<file path="src/rtl/seq_mult.sv">
// Iterative shift-add multiplier: one partial product per clock, optional two's-complement
// operands, zero-operand fast path and valid/ready handshakes on both sides.
module seq_mult #(
    parameter int WIDTH = 16,
    parameter int CNT_W = $clog2(WIDTH + 1)
) (
    input  logic                 clk,
    input  logic                 rst,
    input  logic                 in_valid,
    output logic                 in_ready,
    input  logic [WIDTH-1:0]     a,
    input  logic [WIDTH-1:0]     b,
    input  logic                 sgn,
    output logic                 out_valid,
    input  logic                 out_ready,
    output logic [2*WIDTH-1:0]   p,
    output logic                 busy
);

    localparam int PW = 2 * WIDTH;

    typedef enum logic [1:0] {
        S_IDLE = 2'd0,
        S_RUN  = 2'd1,
        S_FIX  = 2'd2,
        S_DONE = 2'd3
    } state_t;

    // Magnitude of an operand; the most-negative value maps onto 2^(WIDTH-1), which still fits.
    function automatic logic [WIDTH-1:0] f_mag(input logic [WIDTH-1:0] v, input logic is_sgn);
        logic [WIDTH-1:0] r;
        if (is_sgn && v[WIDTH-1]) begin
            r = ~v + {{(WIDTH-1){1'b0}}, 1'b1};
        end else begin
            r = v;
        end
        return r;
    endfunction

    state_t             r_state;
    logic [PW-1:0]      r_mcand;
    logic [WIDTH-1:0]   r_mplier;
    logic [PW-1:0]      r_acc;
    logic [CNT_W-1:0]   r_cnt;
    logic               r_neg;
    logic [PW-1:0]      r_p;
    logic               r_out_valid;
    logic               r_in_ready;
    logic               r_busy;

    logic [WIDTH-1:0]   w_mag_a;
    logic [WIDTH-1:0]   w_mag_b;
    logic               w_zero;
    logic [PW-1:0]      w_addend;
    logic [PW-1:0]      w_sum;
    logic [PW-1:0]      w_acc_neg;
    logic               w_last;

    assign w_mag_a   = f_mag(a, sgn);
    assign w_mag_b   = f_mag(b, sgn);
    assign w_zero    = (a == {WIDTH{1'b0}}) || (b == {WIDTH{1'b0}});
    // The multiplicand register is already shifted by the iteration count, so the low
    // multiplier bit selects whether this iteration's partial product is added.
    assign w_addend  = r_mplier[0] ? r_mcand : {PW{1'b0}};
    assign w_sum     = r_acc + w_addend;
    assign w_acc_neg = ~r_acc + {{(PW-1){1'b0}}, 1'b1};
    assign w_last    = (r_cnt == CNT_W'(WIDTH - 1));

    // Control FSM, datapath registers and registered handshake outputs.
    always_ff @(posedge clk) begin
        if (rst) begin
            r_state     <= S_IDLE;
            r_mcand     <= {PW{1'b0}};
            r_mplier    <= {WIDTH{1'b0}};
            r_acc       <= {PW{1'b0}};
            r_cnt       <= {CNT_W{1'b0}};
            r_neg       <= 1'b0;
            r_p         <= {PW{1'b0}};
            r_out_valid <= 1'b0;
            r_in_ready  <= 1'b1;
            r_busy      <= 1'b0;
        end else begin
            case (r_state)
                S_IDLE: begin
                    if (in_valid) begin
                        r_in_ready <= 1'b0;
                        if (w_zero) begin
                            r_p         <= {PW{1'b0}};
                            r_out_valid <= 1'b1;
                            r_state     <= S_DONE;
                        end else begin
                            r_mcand  <= {{WIDTH{1'b0}}, w_mag_a};
                            r_mplier <= w_mag_b;
                            r_neg    <= sgn & (a[WIDTH-1] ^ b[WIDTH-1]);
                            r_acc    <= {PW{1'b0}};
                            r_cnt    <= {CNT_W{1'b0}};
                            r_busy   <= 1'b1;
                            r_state  <= S_RUN;
                        end
                    end else begin
                        r_state <= S_IDLE;
                    end
                end
                S_RUN: begin
                    r_acc    <= w_sum;
                    r_mcand  <= {r_mcand[PW-2:0], 1'b0};
                    r_mplier <= {1'b0, r_mplier[WIDTH-1:1]};
                    r_cnt    <= r_cnt + {{(CNT_W-1){1'b0}}, 1'b1};
                    if (w_last) begin
                        r_state <= S_FIX;
                    end else begin
                        r_state <= S_RUN;
                    end
                end
                S_FIX: begin
                    r_p         <= r_neg ? w_acc_neg : r_acc;
                    r_busy      <= 1'b0;
                    r_out_valid <= 1'b1;
                    r_state     <= S_DONE;
                end
                S_DONE: begin
                    if (out_ready) begin
                        r_out_valid <= 1'b0;
                        r_in_ready  <= 1'b1;
                        r_state     <= S_IDLE;
                    end else begin
                        r_state <= S_DONE;
                    end
                end
                default: begin
                    r_out_valid <= 1'b0;
                    r_in_ready  <= 1'b1;
                    r_busy      <= 1'b0;
                    r_state     <= S_IDLE;
                end
            endcase
        end
    end

    assign in_ready  = r_in_ready;
    assign out_valid = r_out_valid;
    assign busy      = r_busy;
    assign p         = r_p;

endmodule

</file>
<file path="config.mk">
export PLATFORM = sky130hd
export DESIGN_NAME = seq_mult
export DESIGN_NICKNAME = d
export VERILOG_FILES = /design/src/rtl/seq_mult.sv
export SDC_FILE = /design/constraint.sdc
export NUM_CORES = 1
export LEC_CHECK = 0
export CORE_AREA = 2 2 139 141
export DETAILED_ROUTE_END_ITERATION = 8
export DIE_AREA = 0 0 141 143
export DONT_BUFFER_PORTS = 1
export GPL_TIMING_DRIVEN = 0
export PLACE_DENSITY_LB_ADDON = 0.25
export SKIP_CTS_REPAIR_TIMING = 1
export SLEW_MARGIN = 10
export SYNTH_ARGS = -nofsm -noshare
export SYNTH_HDL_FRONTEND = slang
export SYNTH_SLANG_ARGS = --single-unit
export TNS_END_PERCENT = 30
</file>
<file path="constraint.sdc">
create_clock -name clk -period 5.45 [get_ports clk]
set_clock_uncertainty 0.05 [all_clocks]
set_input_delay 0.545 -clock clk [delete_from_list [all_inputs] [get_ports clk]]
set_output_delay 0.545 -clock clk [all_outputs]
set_load 0.03 [all_outputs]
</file>
Yosys cells after proc, flatten, opt, wreduce, memory -nomap -nowiden
Cells that the tools add are included.
{"block": "op_classes", "n_addsub": 5, "n_eq_ne": 8, "n_mux": 34, "n_bitwise": 6, "n_reduce_logical": 16}
{"operator": "two-way mux 32 bit", "n": 8}
{"operator": "one-hot mux 32 bit (2 select lines)", "n": 3}
{"operator": "two-way mux 16 bit", "n": 4}
{"operator": "adder 16 x 1 -> 16 bit, second input constant", "n": 2}
{"operator": "adder 32 x 1 -> 32 bit, second input constant", "n": 1}
{"operator": "adder 32 bit", "n": 1}
{"operator": "logical NOT 16 bit", "n": 2}
{"operator": "inverter 16 bit", "n": 2}
{"operator": "inverter 32 bit", "n": 1}
{"operator": "one-hot mux 16 bit (2 select lines)", "n": 1}
{"operator": "AND reduction 3 bit", "n": 5}
{"operator": "two-way mux 5 bit", "n": 2}
{"operator": "one-hot mux 5 bit (2 select lines)", "n": 1}
{"operator": "two-way mux 2 bit", "n": 4}
{"operator": "!= test 2 bit, second input constant", "n": 4}
{"operator": "one-hot mux 2 bit (4 select lines)", "n": 1}
{"operator": "two-way mux 1 bit", "n": 7}
{"operator": "nonzero test 2 bit", "n": 3}
{"operator": "adder 5 x 1 -> 5 bit, second input constant", "n": 1}
{"operator": "== test 5 x 4 -> 1 bit, second input constant", "n": 1}
{"operator": "== test 2 bit, second input constant", "n": 2}
{"operator": "one-hot mux 1 bit (2 select lines)", "n": 2}
{"operator": "AND reduction 4 bit", "n": 1}
{"operator": "one-hot mux 1 bit (3 select lines)", "n": 1}
{"operator": "8 further kinds", "n": 9}
{"block": "word_totals", "register_bits": 123, "inputBits": 37, "out_inout_bits": 35}

Longest topological paths before layout
Gate-level depths: netlist of run 1.
{"block": "depth", "word_depth": 6, "ltp_mapped": 14}

Least setup slack after synthesis of run 1
Ideal clock, no wire load.
{"block": "synth_path", "path_kind": "reg2reg", "start": "register r_mplier[0]", "end": "register r_acc[28]", "setup_time_ns": 0.117, "t_arrival_ns": 3.177, "required_ns": 5.283, "setup_slack_ns": 2.107, "path_stages_with_launch": 15, "path_buffers": 1, "synth_period_minus_slack_ns": 3.343, "cell_sequence": "dfxtp_1 > clkbuf_1 > and2_1 > ha_1 > inv_1 > fa_1 > nand2b_1 > a21oi_1 > a2111oi_0 > o31ai_1 > a2111oi_2 > o31ai_1 > a31oi_1 > xnor2_1 > a22o_1"}
{"block": "synth_between", "elab_chain_cells": 3}
{"item": "start, declared", "line_no": "42", "text": "logic [WIDTH-1:0] r_mplier;"}
{"item": "start signal, assigned", "line_no": "74", "text": "r_mplier <= {WIDTH{1'b0}};"}
{"item": "start signal, assigned", "line_no": "93", "text": "r_mplier <= w_mag_b;"}
{"item": "start signal, assigned", "line_no": "107", "text": "r_mplier <= {1'b0, r_mplier[WIDTH-1:1]};"}
{"item": "two-way mux 32 bit", "line_no": "64", "text": "assign w_addend = r_mplier[0] ? r_mcand : {PW{1'b0}};"}
{"item": "adder 32 bit", "line_no": "65", "text": "assign w_sum = r_acc + w_addend;"}
{"item": "one-hot mux 32 bit (2 select lines)", "line_no": "83", "text": "case (r_state)"}
{"item": "end signal, assigned", "line_no": "75", "text": "r_acc <= {PW{1'b0}};"}
{"item": "end signal, assigned", "line_no": "95", "text": "r_acc <= {PW{1'b0}};"}
{"item": "end signal, assigned", "line_no": "105", "text": "r_acc <= w_sum;"}
{"item": "end, declared", "line_no": "43", "text": "logic [PW-1:0] r_acc;"}
No other way between the ends.
A chain may end at the register's enable or synchronous reset.

Worst setup path in the final report of run 1
Ends and elaborated chain as after synthesis.

==> impl_metrics.toml, run 1 <==
[sta]
hold_slack_ns = 0.210
setup_tns_ns = 0
slew_viol_final = 0
worstMarginPinSlew_ns = 0.992
min_period_ns = 4.43
fin_crit_sh_pct = 81.3
setup_viol = 0
finalHoldViolCount = 0
slew_headroom_pct = 33.4
max_freq_mhz = 226
grt_setup_unrepaired = "false"

[routing]
dr.max_layer_used = "met4"
routedWlPerCell_um = 16.1
drc = 0
wirelength_mm = 18.7
met3_length_mm = 1.14
met1Wirelength_mm = 9.01
detail-route-antenna-nets = 0
drt_first_iter_violations = 399
dr.pass1.iters = 5
routed-wl-met2_mm = 8.30
vias = 6447
viasPerCell = 5.53

[synthesis]
synth_async_sr_flop_share_pct = 0
synth-main-ff-cell = "dfxtp_1"
synth-edff-count = 0
syn_inst = 903
syn-num-nets = 977
ys_warn_count = 0
synth_area_per_cell_um2 = 8.12
yosysTopAreaCell = "dfxtp_1"
synth.distinct_cells = 57
syn_area_um2 = 7330
synthTopCellsByCount = "dfxtp_1 (123), nor2_1 (97), a21oi_1 (79), nand2_1 (76), xnor2_1 (57)"
synth-seq-cells = 123
yosys.area.top_type_share_pct = 33.6
yosys-top-cells-area = "dfxtp_1 (34%), xnor2_1 (6.8%), ha_1 (6.1%)"
synth.most_common_cell = "dfxtp_1"
yosysSeqAreaShare_pct = 33.6

[grt]
antenna_found_initial = 0
grt_pass1_wl_mm = 30.8
track_usage_pct = 19.1
grt-ovfl-total = 0
grt_pass1_vias = 6102
grt_max_degree = 17

[clocking]
cts_tree = "yes"
clk_pin_slew_worst_paths_ns = 0.06
cts_made_buffers = 17
clock_latency_ns = 0.42
cts.sinks = 123
cts-root-buf = "clkbuf_16"
clockBufferDepth = 2
htree_levels = 4

[floorplanning]
initial_core_util_pct = 39.5
core_area_um2 = 18600
row_count = 50
die_h_um = 143
die-area_um2 = 20200
ios = 72
die_x_um = 141

[run]
maxCapViolations = 0

[final_layout]
fin_area_um2 = 8230
n_antenna_cell = 0
drive_gt1_share_pct = 5.58
syn2layout_area_growth_pct = 12.2
nNetsFinal = 996

[placement]
dpl_cell_area_um2 = 7630
place_congestion = 0.846
place_hpwl_mm = 14.6
io_buffers = 0

[critical_path]
start_kind = "flip-flop"
reg2reg_slack_ns = 1.02
path_max_fanout = 10
path_class = "reg2reg"
endpoint_kind = "flip-flop"
arrival_ns = 4.68
required_ns = 5.71

[power_and_ir_drop]
comb_power_share_pct = 8.6
vdd_drop_max_mv = 0.200
finalPower_mw = 2.32
power.density_nw_per_um2 = 281
p_sw_uw = 544
p_seq_share_pct = 40.9
clkPwrFrac_pct = 50.5
leakage_nw = 3.21
p_int_mw = 1.77
swShare_pct = 23.5

[worst_hold_path]
hold_class = "in2reg"

[outcome]
status = "finished, final reports clean"
-- flip-flops by register name (all words and copies together) (netlist names) --
signal and flops:
r_mcand 32, p 32, busy 1, r_neg 1
r_acc 32, r_state 2, r_mplier 16, in_ready 1
r_cnt 5, out_valid 1
-- final timing paths --
kind | startpoint | endpoint | cells past startpoint
min | a[0] | r_mcand[0] | 2
max reg2reg | r_mplier[0] | r_acc[28] | 14
min reg2reg | r_mcand[29] | r_mcand[30] | 2
max | r_mplier[0] | r_acc[28] | 14
-- worst max-delay path, stage by stage, from the launching register on --
cell       delay (ns)
dfxtp_1          0.45
clkbuf_1         0.38
and2_1           0.19
ha_1             0.19
inv_1            0.07
fa_1             0.39
nand2b_1         0.21
a21oi_1          0.23
a2111oi_0        0.14
o31ai_1          0.65
a2111oi_2        0.21
o31ai_1          0.62
a31oi_1          0.20
xnor2_1          0.16
a22o_1           0.17
-- per-layer routing --
layer  track usage (%)  up-vias
met1              24.5     2942
met4              6.32        0
li1                  -     3326
met3              6.00       23
met5                 0        -
met2              30.5      156
-- layout by cell type (no fill, tap or decap), types with 7 or more instances in the layout --
| master | instances |
|---|---|
| nand2_1 | 76 |
| o31ai_1 | 14 |
| ha_1 | 36 |
| a221oi_1 | 28 |
| nand3_1 | 45 |
| a21o_1 | 11 |
| a21oi_1 | 79 |
| dfxtp_1 | 123 |
| nor2_1 | 97 |
| nor3_1 | 14 |
| clkbuf_1 | 43 |
| or3_1 | 7 |
| and2_1 | 33 |
| inv_1 | 18 |
| xor2_1 | 23 |
| clkbuf_16 | 17 |
| o21a_1 | 9 |
| o21ai_0 | 40 |
| xnor2_1 | 57 |
| nand4_1 | 8 |
| nand2b_1 | 8 |
| a22o_1 | 46 |
| a31oi_1 | 9 |
| o41ai_1 | 8 |
| buf_2 | 9 |
-- stage by stage --
step                util (%)  cells  setup slack (ns)
finish                  44.3   1166              1.02
global route            44.3   1166             0.757
CTS                     44.3   1166              1.14
detailed placement      41.1   1137              1.16
global placement        41.1   1137              1.19
floorplan                  -    903              2.11
-- power groups by stage --
stage                     clock network, mW  registers [mW]  logic [mW]
after floorplan                           0           0.958       0.153
after CTS                              1.18           0.946       0.202
after global placement                    0           0.965       0.200
after detailed placement                  0           0.965       0.201
after global routing                   1.23           0.950       0.225
final                                  1.17           0.947       0.200
-- cell families after synthesis --
logic type	count (synthesis)	share of synthesized area (%)
adder cells (fa/ha/maj)	37	6.41
XOR/XNOR	80	9.55
buffers and inverters	72	3.94
multiplexers	1	0.136
AO/OA/AOI/OAI	272	25.6
flip-flops	123	33.6
AND/OR/NAND/NOR	318	20.8
-- final cells by class --
type,count,area (µm²)
Fill cell,1886,10300
Multi-Input combinational cell,708,4580
Sequential cell,123,2460
Clock buffer,21,460
Tap cell,234,293
Buffer,54,221
Clock inverter,8,144
Inverter,18,67.6
Power figures use the tool's default switching activity.
==> inputs of run 2 (changes only) <==
Clock period 5.45 ns to 4.65 ns, I/O delays scaled along.
==> impl_metrics.toml, run 2 (synthesis gave the netlist of run 1 again) <==
[floorplanning]
core_area_um2 = 18600
row_count = 50
die-area_um2 = 20200
initial_core_util_pct = 39.5
ios = 72
die_x_um = 141
die_h_um = 143

[grt]
track_usage_pct = 19.1
grt_pass1_vias = 6102
grt-ovfl-total = 0
grt_pass1_wl_mm = 30.8
antenna_found_initial = 0
grt_max_degree = 17

[critical_path]
arrival_ns = 4.46
cp_top_family = "compound AO/OA/AOI/OAI gates"
r2r_start = "r_mplier[0]"
crit_start = "r_mplier[0]"
cp_slowest_cell = "o31ai_1"
max_stage_delay_ns = 0.61
path_buf_inv = 2
path_max_fanout = 10
path_cells = "clkbuf_1 > and2_1 > ha_1 > inv_1 > fa_1 > nand2b_1 > a21oi_1 > a2111oi_0 > o31ai_2 > a2111oi_2 > o31ai_1 > a31oi_1 > xnor2_1 > a22o_1"
endpoint_kind = "flip-flop"
path_class = "reg2reg"
required_ns = 4.90
start_kind = "flip-flop"

[final_layout]
final_cell_mix = "dfxtp_1 (123), nor2_1 (97), a21oi_1 (79), nand2_1 (76), xnor2_1 (57)"
drive_gt1_share_pct = 5.69
nNetsFinal = 996
layout_commonest_cell = "dfxtp_1"
n_antenna_cell = 0
syn2layout_area_growth_pct = 12.3

[sta]
finalHoldViolCount = 0
setup_viol = 0
slew_viol_final = 0
fin_crit_sh_pct = 90.5
grt_setup_unrepaired = "false"
max_freq_mhz = 238
slew_headroom_pct = 33.4
worstMarginPinSlew_ns = 0.992
setup_tns_ns = 0
min_period_ns = 4.21

[routing]
wirelength_mm = 18.7
routedWlPerCell_um = 16.1
drt_first_iter_violations = 412
viasPerCell = 5.53
detail-route-antenna-nets = 0
dr.pass1.iters = 5
drc = 0
vias = 6450

[clocking]
cts.sinks = 123
htree_levels = 4
cts_tree = "yes"
clock_latency_ns = 0.42
clk_pin_slew_worst_paths_ns = 0.06
cts_made_buffers = 17
cts-root-buf = "clkbuf_16"
clockBufferDepth = 2

[run]
maxCapViolations = 0

[placement]
place_congestion = 0.846
io_buffers = 0
place_hpwl_mm = 14.6

[worst_hold_path]
hold_class = "in2reg"
worst_hold_startpoint = "a[0]"

[outcome]
status = "finished, final reports clean"

[power_and_ir_drop]
vdd_drop_max_mv = 0.234
power.density_nw_per_um2 = 330
finalPower_mw = 2.71
leakage_nw = 3.21
run 2: cell counts in the layout (fill, tap and decap cells not counted):
Identical to the previous run, type by type.
run 2: worst paths after layout:
path,endpoint,slack (ns),depth (start not counted)
max reg2reg,r_acc[28],0.44,14
min reg2reg,r_mcand[30],0.41,2
max,r_acc[28],0.44,14
min,r_mcand[0],0.13,2
run 2: layer usage:
metal,global-route usage [%],vias up,part of all wire [%]
met2,30.5,163,44
met1,24.5,2936,48
met5,0,-,0
li1,-,3328,-
met3,6.00,23,6.4
met4,6.32,0,1.6
run 2: metrics by stage:
step	instance area (µm²)	setup WS, ns	util [%]	cells	hold slack [ns]
6_report	8240	0.440	44.3	1166	0.130
5_1_grt	8240	0.171	44.3	1166	0.130
4_1_cts	8230	0.337	44.3	1166	0.119
3_5_place_dp	7630	0.361	41.1	1137	0.407
3_3_place_gp	7630	0.388	41.1	1137	0.403
2_1_floorplan	7330	1.31	-	903	0.391
run 2: layout make-up:
| type | count | area, µm² |
|---|---|---|
| Fill cell | 1886 | 10300 |
| Multi-Input combinational cell | 708 | 4590 |
| Sequential cell | 123 | 2460 |
| Clock buffer | 21 | 460 |
| Tap cell | 234 | 293 |
| Buffer | 54 | 221 |
| Clock inverter | 8 | 144 |
| Inverter | 18 | 67.6 |
run 2: worst reg2reg max path, stage by stage, from the launching register on:
cell and delay (ns):
dfxtp_1 0.45, clkbuf_1 0.38, and2_1 0.20, ha_1 0.19
inv_1 0.07, fa_1 0.39, nand2b_1 0.21, a21oi_1 0.24
a2111oi_0 0.15, o31ai_2 0.46, a2111oi_2 0.17, o31ai_1 0.61
a31oi_1 0.20, xnor2_1 0.16, a22o_1 0.17
run 2: where the power goes:
| group | switching (mW) | internal (mW) |
|---|---|---|
| clock | 0.457 | 0.913 |
| combinational | 0.153 | 0.0814 |
| sequential | 0.0273 | 1.08 |
| total | 0.637 | 2.08 |
